[config.mk]
export PLATFORM = sky130hd
export DESIGN_NAME = axis_pkt_arb_4ch_flat
export DESIGN_NICKNAME = d
export VERILOG_FILES = /design/src/rtl/axis_pkt_arb_4ch_if.sv /design/src/rtl/axis_pkt_arb_4ch.sv /design/src/flat_wrapper.sv
export SDC_FILE = /design/constraint.sdc
export NUM_CORES = 1
export LEC_CHECK = 0
export ABC_AREA = 0
export BUFFER_PORTS_ARGS = -buffer_cell sky130_fd_sc_hd__buf_2
export CORE_MARGIN = 1
export CORE_UTILIZATION = 50
export CTS_CLUSTER_SIZE = 25
export DETAILED_ROUTE_END_ITERATION = 10
export PLACE_DENSITY = 0.93
export SLEW_MARGIN = 20
export SYNTH_ARGS = -nofsm -noshare
export SYNTH_HDL_FRONTEND = slang
export SYNTH_SLANG_ARGS = --single-unit
[constraint.sdc]
create_clock -name i_post_clk -period 7.4 [get_ports i_post_clk]
set_clock_uncertainty 0.15 [all_clocks]
set_input_delay 1.48 -clock i_post_clk [delete_from_list [all_inputs] [get_ports i_post_clk]]
set_output_delay 1.48 -clock i_post_clk [all_outputs]
set_load 0.01 [all_outputs]
[src/rtl/axis_pkt_arb_4ch_if.sv]
// Bundle of channel-side inputs, merged stream, and status for the 4-channel packet arbiter.
// The slave modport faces the arbiter; the master modport faces whatever drives and observes it.
interface axis_pkt_arb_4ch_if #(
    parameter int unsigned P_DATA_W = 8,
    parameter int unsigned P_USER_W = 16,
    parameter int unsigned P_CNT_W  = 16
);
    logic [3:0]            i_ch_en;
    logic [4*P_DATA_W-1:0] i_ch_axis_data;
    logic [4*P_USER_W-1:0] i_ch_axis_user;
    logic [3:0]            i_ch_axis_valid;
    logic [3:0]            i_ch_axis_last;
    logic [3:0]            o_ch_axis_ready;
    logic [P_DATA_W-1:0]   o_post_axis_data;
    logic [P_USER_W-1:0]   o_post_axis_user;
    logic                  o_post_axis_valid;
    logic                  o_post_axis_last;
    logic                  i_post_axis_ready;
    logic [3:0]            o_grant;
    logic                  o_busy;
    logic [4*P_CNT_W-1:0]  o_pkt_cnt;

    modport slave (
        input  i_ch_en, i_ch_axis_data, i_ch_axis_user, i_ch_axis_valid, i_ch_axis_last,
        input  i_post_axis_ready,
        output o_ch_axis_ready, o_post_axis_data, o_post_axis_user, o_post_axis_valid,
        output o_post_axis_last, o_grant, o_busy, o_pkt_cnt
    );

    modport master (
        output i_ch_en, i_ch_axis_data, i_ch_axis_user, i_ch_axis_valid, i_ch_axis_last,
        output i_post_axis_ready,
        input  o_ch_axis_ready, o_post_axis_data, o_post_axis_user, o_post_axis_valid,
        input  o_post_axis_last, o_grant, o_busy, o_pkt_cnt
    );
endinterface

[src/rtl/axis_pkt_arb_4ch.sv]
// Four-channel AXI-Stream packet arbiter: round-robin grant per whole packet, one idle
// cycle between packets, and a wrapping completed-packet counter per channel.
module axis_pkt_arb_4ch #(
    parameter int unsigned P_DATA_W = 8,
    parameter int unsigned P_USER_W = 16,
    parameter int unsigned P_CNT_W  = 16
) (
    input logic              i_post_clk,
    input logic              i_post_rst,
    axis_pkt_arb_4ch_if.slave axis
);

    typedef enum logic [0:0] {StIdle, StXfer} state_e;

    state_e             state_q;
    logic [3:0]         grant_q;
    logic [1:0]         gidx_q;
    logic [1:0]         r_last_q;
    logic               busy_q;
    logic [P_CNT_W-1:0] cnt_q [4];

    logic [3:0] req;
    logic [1:0] pick_idx;
    logic       sel_valid;
    logic       sel_last;
    logic       beat_fire;

    assign req       = axis.i_ch_axis_valid & axis.i_ch_en;
    assign sel_valid = axis.i_ch_axis_valid[gidx_q];
    assign sel_last  = axis.i_ch_axis_last[gidx_q];
    assign beat_fire = (state_q == StXfer) && sel_valid && axis.i_post_axis_ready;

    // Round-robin search starting one past the last granted channel, wrapping at 4.
    always_comb begin
        logic [1:0] idx;
        logic       found;
        idx      = '0;
        found    = 1'b0;
        pick_idx = r_last_q;
        for (int i = 1; i <= 4; i++) begin
            idx = r_last_q + 2'(i);
            if (!found && req[idx]) begin
                pick_idx = idx;
                found    = 1'b1;
            end
        end
    end

    always_ff @(posedge i_post_clk or posedge i_post_rst) begin
        if (i_post_rst) begin
            state_q  <= StIdle;
            grant_q  <= '0;
            gidx_q   <= '0;
            r_last_q <= 2'd3;
            busy_q   <= 1'b0;
            for (int k = 0; k < 4; k++) begin
                cnt_q[k] <= '0;
            end
        end else begin
            unique case (state_q)
                StIdle: begin
                    if (|req) begin
                        state_q  <= StXfer;
                        grant_q  <= 4'b0001 << pick_idx;
                        gidx_q   <= pick_idx;
                        r_last_q <= pick_idx;
                        busy_q   <= 1'b1;
                    end
                end
                StXfer: begin
                    if (beat_fire && sel_last) begin
                        state_q        <= StIdle;
                        grant_q        <= '0;
                        busy_q         <= 1'b0;
                        cnt_q[gidx_q]  <= cnt_q[gidx_q] + P_CNT_W'(1);
                    end
                end
                default: begin
                    state_q <= StIdle;
                    grant_q <= '0;
                    busy_q  <= 1'b0;
                end
            endcase
        end
    end

    // Merged stream is a pure mux of the granted channel; everything is quiet while idle.
    always_comb begin
        axis.o_post_axis_data  = '0;
        axis.o_post_axis_user  = '0;
        axis.o_post_axis_valid = 1'b0;
        axis.o_post_axis_last  = 1'b0;
        axis.o_ch_axis_ready   = '0;
        if (state_q == StXfer) begin
            axis.o_post_axis_data  = axis.i_ch_axis_data[gidx_q*P_DATA_W +: P_DATA_W];
            axis.o_post_axis_user  = axis.i_ch_axis_user[gidx_q*P_USER_W +: P_USER_W];
            axis.o_post_axis_valid = sel_valid;
            axis.o_post_axis_last  = sel_last;
            axis.o_ch_axis_ready[gidx_q] = axis.i_post_axis_ready;
        end
    end

    always_comb begin
        axis.o_pkt_cnt = '0;
        for (int k = 0; k < 4; k++) begin
            axis.o_pkt_cnt[k*P_CNT_W +: P_CNT_W] = cnt_q[k];
        end
    end

    assign axis.o_grant = grant_q;
    assign axis.o_busy  = busy_q;

endmodule

[src/flat_wrapper.sv]
// flat-port wrapper written by rule: the top's interface ports become plain ports
module axis_pkt_arb_4ch_flat 
#(
    parameter int unsigned P_DATA_W = 8,
    parameter int unsigned P_USER_W = 16,
    parameter int unsigned P_CNT_W  = 16
)
  (i_post_clk, i_post_rst, axis_i_ch_en, axis_i_ch_axis_data, axis_i_ch_axis_user, axis_i_ch_axis_valid, axis_i_ch_axis_last, axis_i_post_axis_ready, axis_o_ch_axis_ready, axis_o_post_axis_data, axis_o_post_axis_user, axis_o_post_axis_valid, axis_o_post_axis_last, axis_o_grant, axis_o_busy, axis_o_pkt_cnt);
  axis_pkt_arb_4ch_if #(.P_DATA_W(P_DATA_W), .P_USER_W(P_USER_W), .P_CNT_W(P_CNT_W)) axis_i ();
  input logic i_post_clk;
  input logic i_post_rst;
  input wire logic [$bits(axis_i.i_ch_en)-1:0] axis_i_ch_en;
  input wire logic [$bits(axis_i.i_ch_axis_data)-1:0] axis_i_ch_axis_data;
  input wire logic [$bits(axis_i.i_ch_axis_user)-1:0] axis_i_ch_axis_user;
  input wire logic [$bits(axis_i.i_ch_axis_valid)-1:0] axis_i_ch_axis_valid;
  input wire logic [$bits(axis_i.i_ch_axis_last)-1:0] axis_i_ch_axis_last;
  input wire logic [$bits(axis_i.i_post_axis_ready)-1:0] axis_i_post_axis_ready;
  output wire logic [$bits(axis_i.o_ch_axis_ready)-1:0] axis_o_ch_axis_ready;
  output wire logic [$bits(axis_i.o_post_axis_data)-1:0] axis_o_post_axis_data;
  output wire logic [$bits(axis_i.o_post_axis_user)-1:0] axis_o_post_axis_user;
  output wire logic [$bits(axis_i.o_post_axis_valid)-1:0] axis_o_post_axis_valid;
  output wire logic [$bits(axis_i.o_post_axis_last)-1:0] axis_o_post_axis_last;
  output wire logic [$bits(axis_i.o_grant)-1:0] axis_o_grant;
  output wire logic [$bits(axis_i.o_busy)-1:0] axis_o_busy;
  output wire logic [$bits(axis_i.o_pkt_cnt)-1:0] axis_o_pkt_cnt;
  assign axis_i.i_ch_en = axis_i_ch_en;
  assign axis_i.i_ch_axis_data = axis_i_ch_axis_data;
  assign axis_i.i_ch_axis_user = axis_i_ch_axis_user;
  assign axis_i.i_ch_axis_valid = axis_i_ch_axis_valid;
  assign axis_i.i_ch_axis_last = axis_i_ch_axis_last;
  assign axis_i.i_post_axis_ready = axis_i_post_axis_ready;
  assign axis_o_ch_axis_ready = axis_i.o_ch_axis_ready;
  assign axis_o_post_axis_data = axis_i.o_post_axis_data;
  assign axis_o_post_axis_user = axis_i.o_post_axis_user;
  assign axis_o_post_axis_valid = axis_i.o_post_axis_valid;
  assign axis_o_post_axis_last = axis_i.o_post_axis_last;
  assign axis_o_grant = axis_i.o_grant;
  assign axis_o_busy = axis_i.o_busy;
  assign axis_o_pkt_cnt = axis_i.o_pkt_cnt;
  axis_pkt_arb_4ch #(.P_DATA_W(P_DATA_W), .P_USER_W(P_USER_W), .P_CNT_W(P_CNT_W)) u_core (.i_post_clk(i_post_clk), .i_post_rst(i_post_rst), .axis(axis_i));
endmodule
Word-level counts from Yosys, hierarchy flattened

Index checks and enable logic that the tools add are counted.

Add/sub/neg operators: 4
Order comparisons: 8
Equal/unequal tests: 2
Shifts and indexed selects: 3
Mux-type cells: 41
Bitwise gates (word level): 4
Reductions and logical operators: 15

Operator list:

| cell                    | number |
|---|---|
| $bwmux W64              | 1 |
| $mux W16                | 4 |
| $shiftx A64 B7 Y16      | 1 |
| $bmux W16 S2            | 1 |
| $demux W16 S2           | 1 |
| $shiftx A32 B6 Y8       | 1 |
| $add A16 B1 Y16 const B | 1 |
| $mux W1                 | 16 |
| $lt A2 B3 Y1 const B    | 5 |
| $bmux W1 S2             | 6 |
| $mux W4                 | 3 |
| $and A4 B4 Y4           | 2 |
| $logic_and A1 B1 Y1     | 8 |
| $mux W2                 | 4 |
| $mux W8                 | 1 |
| $pmux W4 S2             | 1 |
| $reduce_and A2 Y1       | 3 |
| $add A2 B2 Y2 const B   | 2 |
| $pmux W1 S2             | 2 |
| $reduce_or A4 Y1        | 1 |
| $shl A1 B2 Y4 const A   | 1 |
| $ge A3 B3 Y1 const B    | 1 |
| $logic_not A1 Y1        | 3 |
| $lt A3 B1 Y1 const B    | 1 |
| other kinds (7)         | 7 |

Flip-flop bits (word level): 74
Input port bits: 111
Output and inout port bits: 99

Logic depth before layout (Yosys ltp)

Depth in word-level cells: 16
Mapped depth: 8
Gate-level depth less buffers: 6

Worst setup path after synthesis

No wires, ideal clock.

Path kind: input port to output port
Start point: input port axis_i_ch_axis_valid[3]
End point: output port axis_o_post_axis_valid
Arrival: 2126 ps
Required time: 5770 ps
Setup slack: 3644 ps
Stages: 2
Cells stage by stage: mux4_2 -> and2_1

Cells in the longest elaborated chain, start to end: 3

RTL lines:

| what                          | line                   | RTL |
|---|---|---|
| from (decl)                   | flat_wrapper.sv:15     | `input wire logic [$bits(axis_i.i_ch_axis_valid)-1:0] axis_i_ch_axis_valid;` |
| $bmux W1 S2                   | axis_pkt_arb_4ch.sv:29 | `assign sel_valid = axis.i_ch_axis_valid[gidx_q];` |
| $mux W1 (not written as such) | axis_pkt_arb_4ch.sv:29 |  |
| $mux W1                       | axis_pkt_arb_4ch.sv:94 | `if (state_q == StXfer) begin` |
| to (decl)                     | flat_wrapper.sv:21     | `output wire logic [$bits(axis_i.o_post_axis_valid)-1:0] axis_o_post_axis_valid;` |

No other way between the ends. The select of a mux whose other input is x is not followed.

Worst setup path in the final report

Start point: register u_core.gidx_q[0]
End point: output port axis_o_post_axis_data[1]

Cells in the longest elaborated chain, start to end: 2

RTL lines:

| what                   | line                   | RTL |
|---|---|---|
| from (decl)            | axis_pkt_arb_4ch.sv:17 | `logic [1:0] gidx_q;` |
| from (signal assigned) | axis_pkt_arb_4ch.sv:65 | `gidx_q <= pick_idx;` |
| $shiftx A32 B6 Y8      | axis_pkt_arb_4ch.sv:95 | `axis.o_post_axis_data = axis.i_ch_axis_data[gidx_q*P_DATA_W +: P_DATA_W];` |
| $mux W8                | axis_pkt_arb_4ch.sv:94 |  |
| to (decl)              | flat_wrapper.sv:19     | `output wire logic [$bits(axis_i.o_post_axis_data)-1:0] axis_o_post_axis_data;` |

No other way between the ends.

==> summary.md <==
| Metric | Value |
|---|---|
| Outcome | `completed` |
| Area of the die | `8960 sq um` |
| Crit path launch | `u_core.gidx_q[0]` |
| Sequential share of power | `32.1%` |
| Buffers added on ports | `209` |
| Yosys cell types | `38` |
| P_sw | `0.00113 W` |
| Cells after synthesis | `383` |
| Critical path's top delay family | `buffers and inverters` |
| Final #Nets | `696` |
| Vias in the first global route | `3668` |
| Critical setup path kind | `reg -> out` |
| M3 GR Usage | `6.12%` |
| Worst path max stage delay | `0.67 ns` |
| Switching share of power | `44.2%` |
| Initial Util | `52.0%` |
| Highest Clock Rate | `0.239 GHz` |
| ANT cells | `0` |
| Dpl cells | `678` |
| CP bufs+invs | `2` |
| Syn Std Cell Area | `4290 sq um` |
| Leak | `2.69 nW` |
| CTS tree | `done` |
| Final worst path period need | `4.19 ns` |
| Area of the multi-input gates | `2290 sq um` |
| Post-Layout Cell Count | `694` |
| DRC viols | `0` |
| Reg clk slew, reported paths | `0.08 ns` |
| Clock Tree Buf Depth | `2` |
| Wire length of the first global-routing pass | `18700 um` |
| Startpoint Class | `register` |
| Post-CTS Resized | `0` |
| ANT nets after route | `0` |
| Final Max Tran Viols | `0` |
| Synth Register Bits | `74` |
| Share of cells above drive strength 1 | `49.6%` |
| Placer Congestion | `0.883` |
| RSZ-0062 raised after global routing | `false` |
| Post-DP HPWL | `9360 um` |
| Hold crit path type | `reg -> reg` |
| Reg area | `1860 sq um` |
| FP Rows | `33` |
| Post-CTS setup buffers | `0` |
| Antenna violations before repair | `0` |
| Period utilization | `56.6%` |
| # hold bufs at CTS | `0` |
| Max cap viols | `0` |
| Combinational Power Share | `55.8%` |
| Largest net degree at the start of global routing | `75` |
| Worst EP arrival | `2.56 ns` |
| Final core area utilization | `67.7%` |
| Power Internal | `0.00143 W` |
| Final setup viols | `0` |
| Met2 Use GR | `44.1%` |
| Critical Path Fanout Max | `34` |
| Setup TNS | `0 ns` |
| Setup crit end kind | `output port` |
| Die X | `94.7 um` |
| HP Start | `u_core.axis.o_grant[1]` |
| # fillers | `641` |
| Num ports | `210` |
| Worst vdd rail ir drop | `0.245 mV` |
| H-tree levels | `3` |
| Syn nets | `495` |
| Clock power share | `12.1%` |
| Post-synthesis sequential area ratio | `43.2%` |
| CTS buffer count | `9` |
| Slew headroom | `38.2%` |
| DR vias | `3992` |
| Via/cell ratio | `5.75` |
| GR Overflow Total | `0` |
| Crit-path slowest cell | `dfrtp_2` |
| Core area | `8260 sq um` |
| Worst r2r src | `u_core.gidx_q[0]` |
| Total track usage | `27.6%` |
| PD cells | `458 nW/um^2` |
| Clock Sinks | `74` |
| Clk_lat worst skew | `0.35 ns` |
| GRT busiest layer | `met2` |
| Synthesis-to-layout area growth | `30.3%` |
| Syn Area/Cell | `11.2 sq um` |
| Worst path required time | `5.77 ns` |
| Ys Warns | `0` |
| CP cell instances | `buf_4 -> mux4_2 -> and2_1 -> buf_2` |
| WL/cell | `18.3 um` |
| Worst-Margin Slew | `0.927 ns` |
| Final Hold Viols | `0` |
| Number of DRC markers in iteration 0 | `220` |
| DR pass1 iterations | `4` |
| GR met1 Demand/Resource | `37.4%` |
| Root buf cell | `clkbuf_8` |
| Die H | `94.7 um` |
| Post-Route WL | `12700 um` |
[sequential cells by signal (all words and copies together) (netlist names)]
| signal | flops |
|---|---|
| u_core.gidx_q | 2 |
| u_core.r_last_q | 2 |
| u_core.axis.o_grant | 4 |
| u_core.state_q | 1 |
| u_core.axis.o_busy | 1 |
| u_core.axis.o_pkt_cnt | 64 |
[cell usage in the layout (no fill, tap or decap), types with 2 or more instances in the layout]
| master | instances |
|---|---|
| nor3_1 | 5 |
| nand3_1 | 10 |
| nand4_4 | 2 |
| clkbuf_8 | 9 |
| o21a_1 | 2 |
| buf_2 | 209 |
| mux2_2 | 6 |
| o21ai_1 | 3 |
| a31o_2 | 3 |
| nor2_1 | 48 |
| mux4_2 | 42 |
| dfstp_2 | 2 |
| nor2b_1 | 4 |
| a32o_1 | 2 |
| and3_1 | 5 |
| o21ai_0 | 14 |
| o31ai_1 | 2 |
| dfrtp_1 | 70 |
| buf_4 | 6 |
| nand2_1 | 29 |
| xnor2_1 | 12 |
| a21oi_1 | 46 |
| inv_1 | 6 |
| nor4_2 | 2 |
| clkinvlp_4 | 3 |
| and2_1 | 26 |
| nand4_1 | 4 |
[area by class of cell]
class,count,area share [%]
Inverter,7,0.470
Clock inverter,6,1.19
Multi-Input combinational cell,277,40.9
Sequential cell,74,33.3
Timing Repair Buffer,215,19.5
Clock buffer,10,2.28
Tap cell,105,2.35
[cell usage after synthesis]
cell      instances  area share (%)
nor2b_1           4            0.58
o21a_1            2            0.35
a211o_1           1            0.20
o21ai_1           3            0.35
nand4_1           4            0.58
nor3_1            5            0.58
nand3_1          10             1.2
and3_1            5            0.73
nor3_2            1            0.23
and4b_1           1            0.23
o21ai_0          14             1.6
inv_1             7            0.61
and4_1            1            0.20
a21oi_1          46             5.4
o31ai_1           2            0.35
xor2_1            1            0.20
mux4_2           42              22
buf_1             5            0.44
xnor2_1          12             2.4
nand2_1          29             2.5
dfstp_2           2             1.2
a31o_2            3            0.61
a21o_1            1            0.17
and2_1           26             3.8
nand4_4           2            0.99
clkbuf_1          6            0.52
a32o_1            2            0.47
o21bai_1          1            0.17
nor4_2            2            0.58
mux2_2            6             1.6
dfrtp_1          72              42
nor2_1           48             4.2
ha_1              1            0.29
nor4_4            1            0.50
a41oi_1           1            0.20
buf_4             2            0.35
buf_6             1            0.26
buf_2            11             1.3
[stage by stage]
step	worst slack [ns]	area, sq um	hold WS, ns	power, W
6_report	3.21	5590	0.347	0.00256
5_1_grt	3.06	5590	0.374	0.00274
4_1_cts	3.15	5590	0.344	0.00257
3_5_place_dp	3.40	5400	0.324	0.00226
3_3_place_gp	3.41	5400	0.311	0.00219
2_1_floorplan	3.64	4290	0.362	0.00176
[power by group through the flow]
stage	combinational, W	sequential (W)	clock [W]
6_report	0.00143	0.000823	0.000310
3_5_place_dp	0.00143	0.000828	0
5_1_grt	0.00155	0.000855	0.000332
4_1_cts	0.00144	0.000819	0.000315
3_3_place_gp	0.00138	0.000807	0
2_1_floorplan	0.000954	0.000802	0
[layer usage]
metal | share of wire [%] | wire, um
met1 | 40 | 5100
met2 | 50 | 6380
met3 | 8.0 | 1020
met4 | 1.4 | 174
met5 | 0 | 0
[cells by family after synthesis]
family | Yosys count | share of synthesized area (%)
mux | 48 | 23.6
simple gates | 139 | 16.9
compound gates | 76 | 9.88
fa+ha+maj | 1 | 0.291
xor+xnor | 13 | 2.65
flops | 74 | 43.2
buf+inv | 32 | 3.47
[worst reg2reg max path, delay by kind of cell, from the launching register on]
family                 cells  cell delay (ns)
buffers and inverters      1             0.61
flip-flops                 1             0.67
multiplexers               1             0.65
AND/OR/NAND/NOR            2             0.38
AO/OA/AOI/OAI              1             0.13
XOR/XNOR                   1             0.30
[final timing paths]
kind / endpoint / slack, ns / cells after the start
max in group asynchronous: u_core.gidx_q[1] / 5.18 / 3
min in group asynchronous: u_core.axis.o_pkt_cnt[49] / 1.25 / 3
min reg2reg: u_core.axis.o_grant[1] / 0.35 / 2
max reg2reg: u_core.axis.o_pkt_cnt[42] / 4.39 / 6
min: u_core.axis.o_grant[1] / 0.35 / 2
max: axis_o_post_axis_data[1] / 3.21 / 4
Power figures use the tool's default switching activity.
